**src/rtl/keypad_scan.sv**
```systemverilog
// 4x4 matrix keypad scanner: one row driven low per scan tick, 2-FF column sync,
// press/release debounce, one-cycle key event and a 32-bit digit shift register.
module keypad_scan #(
  parameter int unsigned SCAN_DIV       = 99999,
  parameter int unsigned DEBOUNCE_SCANS = 20
) (
  input  logic        clk,
  input  logic        reset_n,
  input  logic [3:0]  col_n,
  input  logic        clear,
  output logic [3:0]  row_n,
  output logic [3:0]  key_code,
  output logic        key_valid,
  output logic        key_held,
  output logic [31:0] data
);

  typedef enum logic [1:0] {SCAN, DEB_PRESS, HELD, DEB_REL} state_t;

  localparam logic [16:0] DIV_MAX = 17'(SCAN_DIV);
  localparam logic [7:0]  DEB_N   = 8'(DEBOUNCE_SCANS);
  localparam logic        DEB_ONE = (DEBOUNCE_SCANS == 1);

  logic [3:0]  col_m_q, col_s_q;
  logic [16:0] div_q;
  state_t      state_q;
  logic [1:0]  row_q, lat_c_q;
  logic [3:0]  row_n_q;
  logic [7:0]  deb_q;
  logic [3:0]  key_code_q;
  logic        key_valid_q, key_held_q;
  logic [31:0] data_q;

  logic        tick, pressed, same_col, deb_hit, accept;
  logic [1:0]  col_idx;
  logic [7:0]  deb_inc;
  logic [3:0]  new_code;

  always_ff @(posedge clk or negedge reset_n) begin
    if (!reset_n) begin
      col_m_q <= 4'hF;
      col_s_q <= 4'hF;
    end else begin
      col_m_q <= col_n;
      col_s_q <= col_m_q;
    end
  end

  always_ff @(posedge clk or negedge reset_n) begin
    if (!reset_n) begin
      div_q <= '0;
    end else if (tick) begin
      div_q <= '0;
    end else begin
      div_q <= div_q + 17'd1;
    end
  end

  assign tick = (div_q == DIV_MAX);

  // Several closed columns in one row resolve to the lowest index.
  always_comb begin
    col_idx = 2'd3;
    if (!col_s_q[0])      col_idx = 2'd0;
    else if (!col_s_q[1]) col_idx = 2'd1;
    else if (!col_s_q[2]) col_idx = 2'd2;
  end

  assign pressed  = (col_s_q != 4'hF);
  assign same_col = (col_idx == lat_c_q);
  assign deb_inc  = deb_q + 8'd1;
  assign deb_hit  = (deb_inc == DEB_N);
  assign new_code = {row_q, col_idx};

  always_comb begin
    accept = 1'b0;
    if (tick && pressed) begin
      case (state_q)
        SCAN:      accept = DEB_ONE;
        DEB_PRESS: accept = same_col && deb_hit;
        default:   accept = 1'b0;
      endcase
    end
  end

  always_ff @(posedge clk or negedge reset_n) begin
    if (!reset_n) begin
      state_q    <= SCAN;
      row_q      <= 2'd0;
      row_n_q    <= 4'b1110;
      lat_c_q    <= 2'd0;
      deb_q      <= 8'd0;
      key_held_q <= 1'b0;
    end else if (tick) begin
      unique case (state_q)
        SCAN: begin
          if (pressed) begin
            lat_c_q <= col_idx;
            deb_q   <= 8'd1;
            if (DEB_ONE) begin
              key_held_q <= 1'b1;
              state_q    <= HELD;
            end else begin
              state_q <= DEB_PRESS;
            end
          end else begin
            row_q   <= row_q + 2'd1;
            row_n_q <= {row_n_q[2:0], row_n_q[3]};
          end
        end
        DEB_PRESS: begin
          if (pressed && same_col) begin
            if (deb_hit) begin
              key_held_q <= 1'b1;
              state_q    <= HELD;
            end else begin
              deb_q <= deb_inc;
            end
          end else begin
            state_q <= SCAN;
            row_q   <= row_q + 2'd1;
            row_n_q <= {row_n_q[2:0], row_n_q[3]};
          end
        end
        HELD: begin
          // Extra keys closing while held are ignored; only full release counts.
          if (!pressed) begin
            deb_q <= 8'd1;
            if (DEB_ONE) begin
              key_held_q <= 1'b0;
              state_q    <= SCAN;
              row_q      <= row_q + 2'd1;
              row_n_q    <= {row_n_q[2:0], row_n_q[3]};
            end else begin
              state_q <= DEB_REL;
            end
          end
        end
        DEB_REL: begin
          if (!pressed) begin
            if (deb_hit) begin
              key_held_q <= 1'b0;
              state_q    <= SCAN;
              row_q      <= row_q + 2'd1;
              row_n_q    <= {row_n_q[2:0], row_n_q[3]};
            end else begin
              deb_q <= deb_inc;
            end
          end else begin
            state_q <= HELD;
          end
        end
        default: state_q <= SCAN;
      endcase
    end
  end

  // Clear wins over a simultaneous accept for data, but the event itself still fires.
  always_ff @(posedge clk or negedge reset_n) begin
    if (!reset_n) begin
      key_valid_q <= 1'b0;
      key_code_q  <= 4'd0;
      data_q      <= 32'd0;
    end else begin
      key_valid_q <= accept;
      if (accept) key_code_q <= new_code;
      if (clear) begin
        data_q <= 32'd0;
      end else if (accept) begin
        data_q <= {data_q[27:0], new_code};
      end
    end
  end

  assign row_n     = row_n_q;
  assign key_code  = key_code_q;
  assign key_valid = key_valid_q;
  assign key_held  = key_held_q;
  assign data      = data_q;

endmodule

```
**config.mk**
```make
export PLATFORM = sky130hd
export DESIGN_NAME = keypad_scan
export DESIGN_NICKNAME = d
export VERILOG_FILES = /design/src/rtl/keypad_scan.sv
export SDC_FILE = /design/constraint.sdc
export NUM_CORES = 1
export LEC_CHECK = 0
export ABC_AREA = 0
export CORE_MARGIN = 8
export CORE_UTILIZATION = 30
export CTS_BUF_LIST = sky130_fd_sc_hd__clkbuf_8
export DETAILED_ROUTE_END_ITERATION = 10
export PLACE_DENSITY = 0.45
export SYNTH_ARGS = -nofsm -noshare
export SYNTH_HDL_FRONTEND = slang
export SYNTH_SLANG_ARGS = --single-unit
```
**constraint.sdc**
```tcl
create_clock -name clk -period 3.8 [get_ports clk]
set_clock_uncertainty 0.2 [all_clocks]
set_input_delay 1.14 -clock clk [delete_from_list [all_inputs] [get_ports clk]]
set_output_delay 1.14 -clock clk [all_outputs]
set_load 0.005 [all_outputs]
```
==> results of run 1 <==
logic make-up (layout without fill, tap and decap cells):
logic type	after synthesis	count (layout)	share of synthesized area
and+or+nand+nor	152	152	0.212
DFF	81	81	0.515
AOI/OAI and AO/OA	75	75	0.141
buffers and inverters	20	79	0.0493
xor gates and xnor gates	17	17	0.0376
adders and majority gates	8	8	0.0253
muxes	7	7	0.0193
final cells by class:
class,count,area (sq um),share of cell area
multi-input combinational,259,1730,0.362
tap,176,220,0.0461
clock inverter,5,76.3,0.0160
timing repair buffer,54,523,0.110
inverter,9,33.8,0.00708
sequential,81,2040,0.428
clock buffer,11,151,0.0317
metal layers:
| layer | vias to the layer above | wire length [microns] |
|---|---|---|
| li1 | 1359 | - |
| met1 | 1357 | 3930 |
| met2 | 44 | 3850 |
| met5 | - | 0 |
| met3 | 14 | 481 |
| met4 | 0 | 147 |
registers in the layout, summed over array words and instances, names as in the netlist:
register	count
key_code	4
col_m_q	4
key_valid	1
deb_q	8
data	32
state_q	2
key_held	1
row_n	4
row_q	2
lat_c_q	2
col_s_q	4
div_q	17
metrics by stage:
step | power, mW | std cells
floorplan | 0.901 | 360
global placement | 0.927 | 579
detailed placement | 0.927 | 579
CTS | 1.67 | 595
global route | 1.71 | 595
finish | 1.63 | 595
where the power goes:
part | internal [mW] | switching (mW)
clock | 0.404 | 0.314
combinational | 0.00826 | 0.0274
sequential | 0.869 | 0.00334
cell usage in the layout, fill, tap and decap left out, types with 3 or more instances in the layout:
master,count
a21oi_1,11
a21oi_2,26
and3_1,7
buf_4,7
clkbuf_8,11
clkdlybuf4s50_1,47
dfrtp_1,70
dfstp_2,11
ha_1,8
inv_1,9
mux2_2,5
nand2_1,49
nand2_2,30
nand2b_1,3
nand3_1,13
nor2_1,19
nor3_1,3
nor3b_1,4
o21ai_0,14
o31ai_1,6
xnor2_1,5
xor2_1,12
worst paths after layout:
kind	from	endpoint	slack [ns]
max in group asynchronous	reset_n	col_s_q[2]$_DFF_PN1_	1.90
worst max-delay path	deb_q[0]$_DFFE_PN0P_	data[3]$_DFFE_PN0P_	0.74
worst max register to register	deb_q[0]$_DFFE_PN0P_	data[3]$_DFFE_PN0P_	0.74
worst min register to register	col_m_q[0]$_DFF_PN1_	col_s_q[0]$_DFF_PN1_	0.16
min in group asynchronous	reset_n	data[29]$_DFFE_PN0P_	0.73
worst min-delay path	col_m_q[0]$_DFF_PN1_	col_s_q[0]$_DFF_PN1_	0.16
==> impl_metrics.toml, run 1 <==
[setup_path]
cp.required_ns = 3.82
cp-start-kind = "flop"
cp_num_buf_inv = 1
crit_type = "flop to flop"
crit_slowest_cell = "or4_2"
cp.arrival_ns = 3.09
crit_cells = 8
critPathMaxStageDelay_ns = 0.64
cp-end-kind = "flop"
crit_family = "simple AND/OR/NAND/NOR gates"
crit_chain = "ha_1 > and3_1 > a311oi_1 > o221ai_2 > or4_2 > buf_4 > nand2_1 > a21oi_1"
reg2regPathDepth = 8
critPathMaxFanout = 36

[final_layout]
n_fill_cell = 1319
postLayoutCoreUtil = 0.365
drive_above_1_share = 0.263
fin_nets = 429
syn_to_final_growth_pct = 20.5
diodes = 0
fin_area_sq_um = 4770

[die]
dieArea_sq_um = 17100
die_h_microns = 131
core_sq_um = 13100
dieWidth_microns = 131
start_util = 0.303
fp-row-count = 42
num_io_pins = 49

[synth]
ys_warn_count = 0
synth_edf_count = 0
syn_inst = 360
synth_top_area_frac = 0.442
async_flop_share = 1.00
ys_types = 59
synth_top_area_cell = "dfrtp_1"
syn-cell-area_sq_um = 3960
syn-num-nets = 375
ys_seq_area_frac = 0.515
avgSynthCellArea_sq_um = 11.0
synth_seq_cells = 81
synthTopCellsByArea = "dfrtp_1 44%, dfstp_2 7.3%, a21oi_2 5.7%, nand2_2 4.7%, nand2_1 4.6%"
ys.flop_type = "dfrtp_1"
synth.most_common_cell = "dfrtp_1"
synth_common_cells = "70 x dfrtp_1, 49 x nand2_1, 30 x nand2_2"

[job]
maxCapViolations = 0

[placed_design]
place.detailed.hpwl_mm = 5.72
portBuffers = 48
place_area_sq_um = 4550
dp_slack_ns = 0.747
routabilityCongestion = 0.765

[timing]
worst_slew_pin_slew_ns = 0.980
fin_crit_ns = 3.06
relSlewSlack = 0.346
setup_viol = 0
rsz0062_at_grt = "false"
period_share = 0.806
hold_slack_ns = 0.158
slew_viol_final = 0
max_freq_ghz = 0.327
setup_tns_ns = 0
worst_slack_ns = 0.738
finalHoldViolCount = 0

[run_status]
outcome = "completed"

[grt]
track_usage = 0.106
grt_util_met2 = 0.162
grt_pass1_wl_mm = 14.1
grt_max_degree = 77
grt_pass1_vias = 2781
grt_overflow = 0
use_met1 = 0.132
met3_usage = 0.0438
antenna_found_initial = 0
top_usage_layer = "met2"

[power]
p_leak_nw = 1.98
powerDensity_nw_per_um2 = 341
ir_drop_mv = 0.255

[cts]
postCtsSetupRepairBufs = 0
cts_tree = "done"
cts_buffer_depth = 2
cts_resized = 0
cts.htree.levels = 3
numCtsBuffers = 9
clkLatencyLatePin_ns = 0.36
hold_buffers = 0
clock_tree.root_cell = "clkbuf_8"
clk_pin_slew_ns = 0.08
clock-sinks = 81

[routing]
drt-vias-per-instance = 4.66
drcViolationCount = 0
initialDrtViolationCount = 113
dr.pass1.iters = 4
vias = 2774
ant_nets = 0
drt_wl_total_mm = 8.40
routedWlPerCell_microns = 14.1

[min_path]
whs_path_depth = 0
hold_class = "flop to flop"
Note: power is estimated with default switching activity, not from simulation.
==> run 2: changes to the inputs <==
==> constraint.sdc (replaced) <==
create_clock -name clk -period 3.15 [get_ports clk]
set_clock_uncertainty 0.2 [all_clocks]
set_input_delay 0.945 -clock clk [delete_from_list [all_inputs] [get_ports clk]]
set_output_delay 0.945 -clock clk [all_outputs]
set_load 0.005 [all_outputs]
==> run 2 against run 1 <==
Routed wire length increased by 2.6%. Sequential power increased by 20%. Global-route usage decreased by 0.092 points. Cell count increased by 0.17%. Worst setup slack got worse by 0.53 ns. Largest cell class unchanged. Largest power group unchanged.
==> impl_metrics.toml, run 2 (same netlist as run 1, synthesis figures left out) <==
[timing]
slew_viol_final = 0
max_freq_ghz = 0.340
worst_slew_pin_slew_ns = 0.765
setup_viol = 0
finalHoldViolCount = 0
relSlewSlack = 0.488
rsz0062_at_grt = "false"
fin_crit_ns = 2.94
setup_tns_ns = 0
period_share = 0.933

[routing]
dr.pass1.iters = 4
initialDrtViolationCount = 191
drt_wl_total_mm = 8.62
routedWlPerCell_microns = 14.5
drcViolationCount = 0
drt-vias-per-instance = 4.63
ant_nets = 0
vias = 2760

[setup_path]
crit_chain = "ha_1 > nand3_1 > nor4_1 > o221ai_2 > or4_2 > buf_12 > nand2_1 > a21oi_1"
cp-start-kind = "flop"
cp.arrival_ns = 2.95
rrSetupSlack_ns = 0.21
worstReg2RegEnd = "data[3]$_DFFE_PN0P_"
critPathMaxStageDelay_ns = 0.70
reg2reg_from = "deb_q[0]$_DFFE_PN0P_"
crit_type = "flop to flop"
cp-end-kind = "flop"
reg2regPathDepth = 8
critPathMaxFanout = 36
crit_slowest_cell = "or4_2"
cp.required_ns = 3.17

[grt]
grt_pass1_vias = 2804
grt_max_degree = 48
grt_overflow = 0
grt_pass1_wl_mm = 14.2
antenna_found_initial = 0
track_usage = 0.105

[die]
dieWidth_microns = 131
die_h_microns = 131
start_util = 0.303
num_io_pins = 49
fp-row-count = 42
core_sq_um = 13100
dieArea_sq_um = 17100

[cts]
cts.htree.levels = 3
cts_buffer_depth = 2
numCtsBuffers = 9
hold_buffers = 0
clock-sinks = 81
clk_pin_slew_ns = 0.08
clkLatencyLatePin_ns = 0.35
clock_tree.root_cell = "clkbuf_8"
cts_tree = "done"

[min_path]
worstHoldEndpoint = "col_s_q[2]$_DFF_PN1_"
whs_path_depth = 0
hp-start = "col_m_q[2]$_DFF_PN1_"
hold_class = "flop to flop"

[power]
pwr-share-comb = 0.025
power.switching_mw = 0.412
p_int_mw = 1.44
p_leak_nw = 1.99
ir_drop_mv = 0.271
p_clk_frac = 0.408
powerDensity_nw_per_um2 = 387
switching_share = 0.222
seqPwrFrac = 0.567

[final_layout]
diodes = 0
drive_above_1_share = 0.264
final_common_cell = "dfrtp_1"
n_fill_cell = 1314
final_cell_mix = "70 x dfrtp_1, 49 x nand2_1, 47 x clkdlybuf4s50_1"
postLayoutCoreUtil = 0.366
syn_to_final_growth_pct = 20.9
fin_nets = 430
largest_reg_flops = 32

[placed_design]
routabilityCongestion = 0.795
place.detailed.hpwl_mm = 6.03
portBuffers = 48

[job]
maxCapViolations = 0

[run_status]
outcome = "completed"
## run 2: cell count changes in the layout (fill, tap and decap cells not counted), sizes merged
cell,previous run,this run
buf,7,8
clkbuf,11,10
bufinv,2,1
inv,10,12
## run 2: layout make-up
type	instances	area, sq um	area share
multi-input cells	259	1730	0.362
clock inverters	6	56.3	0.0118
flip-flops and latches	81	2040	0.426
clock buffers	10	138	0.0287
well taps	176	220	0.0460
repair buffers	55	568	0.119
inverters	9	33.8	0.00705
## run 2: per-layer routing
| layer | share of wire | vias to the layer above | track usage |
|---|---|---|---|
| met1 | 0.46 | 1348 | 0.134 |
| li1 | - | 1360 | - |
| met2 | 0.47 | 45 | 0.168 |
| met4 | 0.0087 | 0 | 0.0257 |
| met5 | 0 | - | 0 |
| met3 | 0.055 | 7 | 0.0357 |
## run 2: worst max-delay path, delay by kind of cell, from the launching register on
| kind | cells | cell delay [ns] |
|---|---|---|
| AO/OA/AOI/OAI | 2 | 0.31 |
| adder cells (fa/ha/maj) | 1 | 0.28 |
| flip-flops | 1 | 0.46 |
| AND/OR/NAND/NOR | 4 | 1.32 |
| buffers and inverters | 1 | 0.22 |
## run 2: power by group through the flow
stage                     combinational [mW]  sequential, mW  clock, mW
after floorplan                       0.0146            1.07          0
after global placement                0.0480            1.07          0
after detailed placement              0.0481            1.07          0
after CTS                             0.0483            1.05      0.797
after global routing                  0.0522            1.05      0.839
final                                 0.0455            1.05      0.758
## run 2: how the worst max path moves through the flow
stage / end / start / cells past startpoint
after floorplan: data[21]$_DFFE_PN0P_ / deb_q[0]$_DFFE_PN0P_ / 9
after global placement: data[0]$_DFFE_PN0P_ / deb_q[0]$_DFFE_PN0P_ / 8
after detailed placement: data[3]$_DFFE_PN0P_ / deb_q[0]$_DFFE_PN0P_ / 8
after CTS: data[5]$_DFFE_PN0P_ / deb_q[0]$_DFFE_PN0P_ / 8
after global routing: data[3]$_DFFE_PN0P_ / deb_q[0]$_DFFE_PN0P_ / 8
final: data[3]$_DFFE_PN0P_ / deb_q[0]$_DFFE_PN0P_ / 8
## run 2: what timing repair did
action	4_1_cts	5_1_grt
endpoints found under the setup margin	0	3
setup buffers	0	0
gates resized for setup	0	1
## run 2: through the flow
stage	hold slack [ns]	worst slack, ns	area (sq um)	cells	total power, mW
floorplan	0.145	0.506	3960	360	1.09
global placement	0.147	0.273	4590	580	1.12
detailed placement	0.147	0.219	4590	580	1.12
CTS	0.159	0.199	4780	596	1.90
global route	0.162	0.00245	4790	596	1.94
finish	0.158	0.212	4790	596	1.86
==> run 3: changes to the inputs <==
--- a/config.mk
+++ b/config.mk
@@ -6,7 +6,7 @@
 export NUM_CORES = 1
 export LEC_CHECK = 0
 export ABC_AREA = 0
-export CORE_MARGIN = 8
+export CORE_MARGIN = 2
 export CORE_UTILIZATION = 30
 export CTS_BUF_LIST = sky130_fd_sc_hd__clkbuf_8
 export DETAILED_ROUTE_END_ITERATION = 10
==> run 3 against run 2 <==
Register-to-register slack gained 0.05 ns. Fmax grew 1.7%. Non-clock buffer count grew 1. Critical endpoint is now row_n[0]$_DFFE_PN0P_.
==> impl_metrics.toml, run 3 (same netlist as run 1, synthesis figures left out) <==
[cts]
clock-sinks = 81
clock_tree.root_cell = "clkbuf_8"
clk_pin_slew_ns = 0.08
cts_resized = 0
postCtsSetupRepairBufs = 0
cts_buffer_depth = 2
cts_tree = "done"
numCtsBuffers = 9
hold_buffers = 0
clkLatencyLatePin_ns = 0.37
cts.htree.levels = 3

[setup_path]
cp.arrival_ns = 2.94
cp-start-kind = "flop"
critPathMaxFanout = 8
crit_type = "flop to flop"
cp-end-kind = "flop"
cp.required_ns = 3.20

[timing]
setup_tns_ns = 0
worst_slew_pin_slew_ns = 0.710
period_share = 0.917
setup_viol = 0
rsz0062_at_grt = "false"
finalHoldViolCount = 0
slew_viol_final = 0
relSlewSlack = 0.525
max_freq_ghz = 0.346
fin_crit_ns = 2.89

[routing]
ant_nets = 0
initialDrtViolationCount = 119
dr.pass1.iters = 4
drcViolationCount = 0
drt-vias-per-instance = 4.72
vias = 2798
drt_wl_total_mm = 8.43
routedWlPerCell_microns = 14.2

[grt]
antenna_found_initial = 0
grt_pass1_wl_mm = 14.2
grt_pass1_vias = 2755
grt_overflow = 0
grt_max_degree = 42
track_usage = 0.127

[power]
ir_drop_mv = 0.172
powerDensity_nw_per_um2 = 388
p_leak_nw = 1.98
p_total_mw = 1.85

[die]
fp-row-count = 41
die_h_microns = 119
dieWidth_microns = 119
core_sq_um = 12800
dieArea_sq_um = 14100
num_io_pins = 49
start_util = 0.310

[placed_design]
place_area_sq_um = 4580
place.detailed.hpwl_mm = 5.79
routabilityCongestion = 0.813
portBuffers = 48

[final_layout]
fin_area_sq_um = 4760
postLayoutCoreUtil = 0.373
diodes = 0
fin_nets = 431
drive_above_1_share = 0.261
final_common_cell = "dfrtp_1"
largest_reg_flops = 32
final_cell_mix = "70 x dfrtp_1, 49 x nand2_1, 46 x clkdlybuf4s50_1"
syn_to_final_growth_pct = 20.2

[job]
maxCapViolations = 0

[min_path]
hold_class = "flop to flop"

[run_status]
outcome = "completed"
## run 3: cell types whose count changed in the layout (fill, tap and decap cells not counted), moves of 2 or more
cell | previous run | this run
clkinv_2 | 2 | 0
buf_4 | 5 | 7
inv_4 | 2 | 0
clkinvlp_4 | 0 | 3
## run 3: final cells by class
class / count / area [sq um]
Multi-Input combinational cell: 259 / 1730
Inverter: 9 / 33.8
Tap cell: 172 / 215
Timing Repair Buffer: 56 / 558
Clock inverter: 7 / 63.8
Fill cell: 1274 / 8010
Sequential cell: 81 / 2040
Clock buffer: 9 / 124
## run 3: path summary, 6_finish.rpt
| path | start | end | slack (ns) | cells after the start |
|---|---|---|---|---|
| min | col_m_q[3]$_DFF_PN1_ | col_s_q[3]$_DFF_PN1_ | 0.16 | 0 |
| max | deb_q[0]$_DFFE_PN0P_ | row_n[0]$_DFFE_PN0P_ | 0.26 | 8 |
| min reg2reg | col_m_q[3]$_DFF_PN1_ | col_s_q[3]$_DFF_PN1_ | 0.16 | 0 |
| max in group asynchronous | reset_n | col_s_q[3]$_DFF_PN1_ | 1.71 | 2 |
| min in group asynchronous | reset_n | data[24]$_DFFE_PN0P_ | 0.37 | 1 |
| max reg2reg | deb_q[0]$_DFFE_PN0P_ | row_n[0]$_DFFE_PN0P_ | 0.26 | 8 |
## run 3: metal layers
| metal | vias to the layer above | share of wire | GRT usage |
|---|---|---|---|
| met5 | - | 0 | 0 |
| met4 | 0 | 0.022 | 0.0632 |
| met3 | 13 | 0.034 | 0.0283 |
| met1 | 1375 | 0.49 | 0.169 |
| met2 | 54 | 0.45 | 0.194 |
| li1 | 1356 | - | - |
## run 3: power breakdown
| group | leakage, nW | switching, mW | internal (mW) |
|---|---|---|---|
| clock network | 0.0915 | 0.391 | 0.358 |
| logic | 0.806 | 0.0338 | 0.0111 |
| registers | 1.08 | 0.00424 | 1.05 |
## run 3: critical path: stages (launching register included)
cell and delay [ns]:
dfrtp_1 0.46, ha_1 0.29, and3_1 0.20, a311oi_1 0.34
o221ai_2 0.16, buf_4 0.18, o31a_1 0.32, nor2_2 0.25
mux2_2 0.37
## run 3: metrics by stage
step	std cells	hold slack, ns	setup slack, ns
3_3_place_gp	577	0.147	0.355
2_1_floorplan	360	0.145	0.506
3_5_place_dp	577	0.147	0.258
4_1_cts	593	0.159	0.240
5_1_grt	593	0.163	0.0903
6_report	593	0.158	0.262
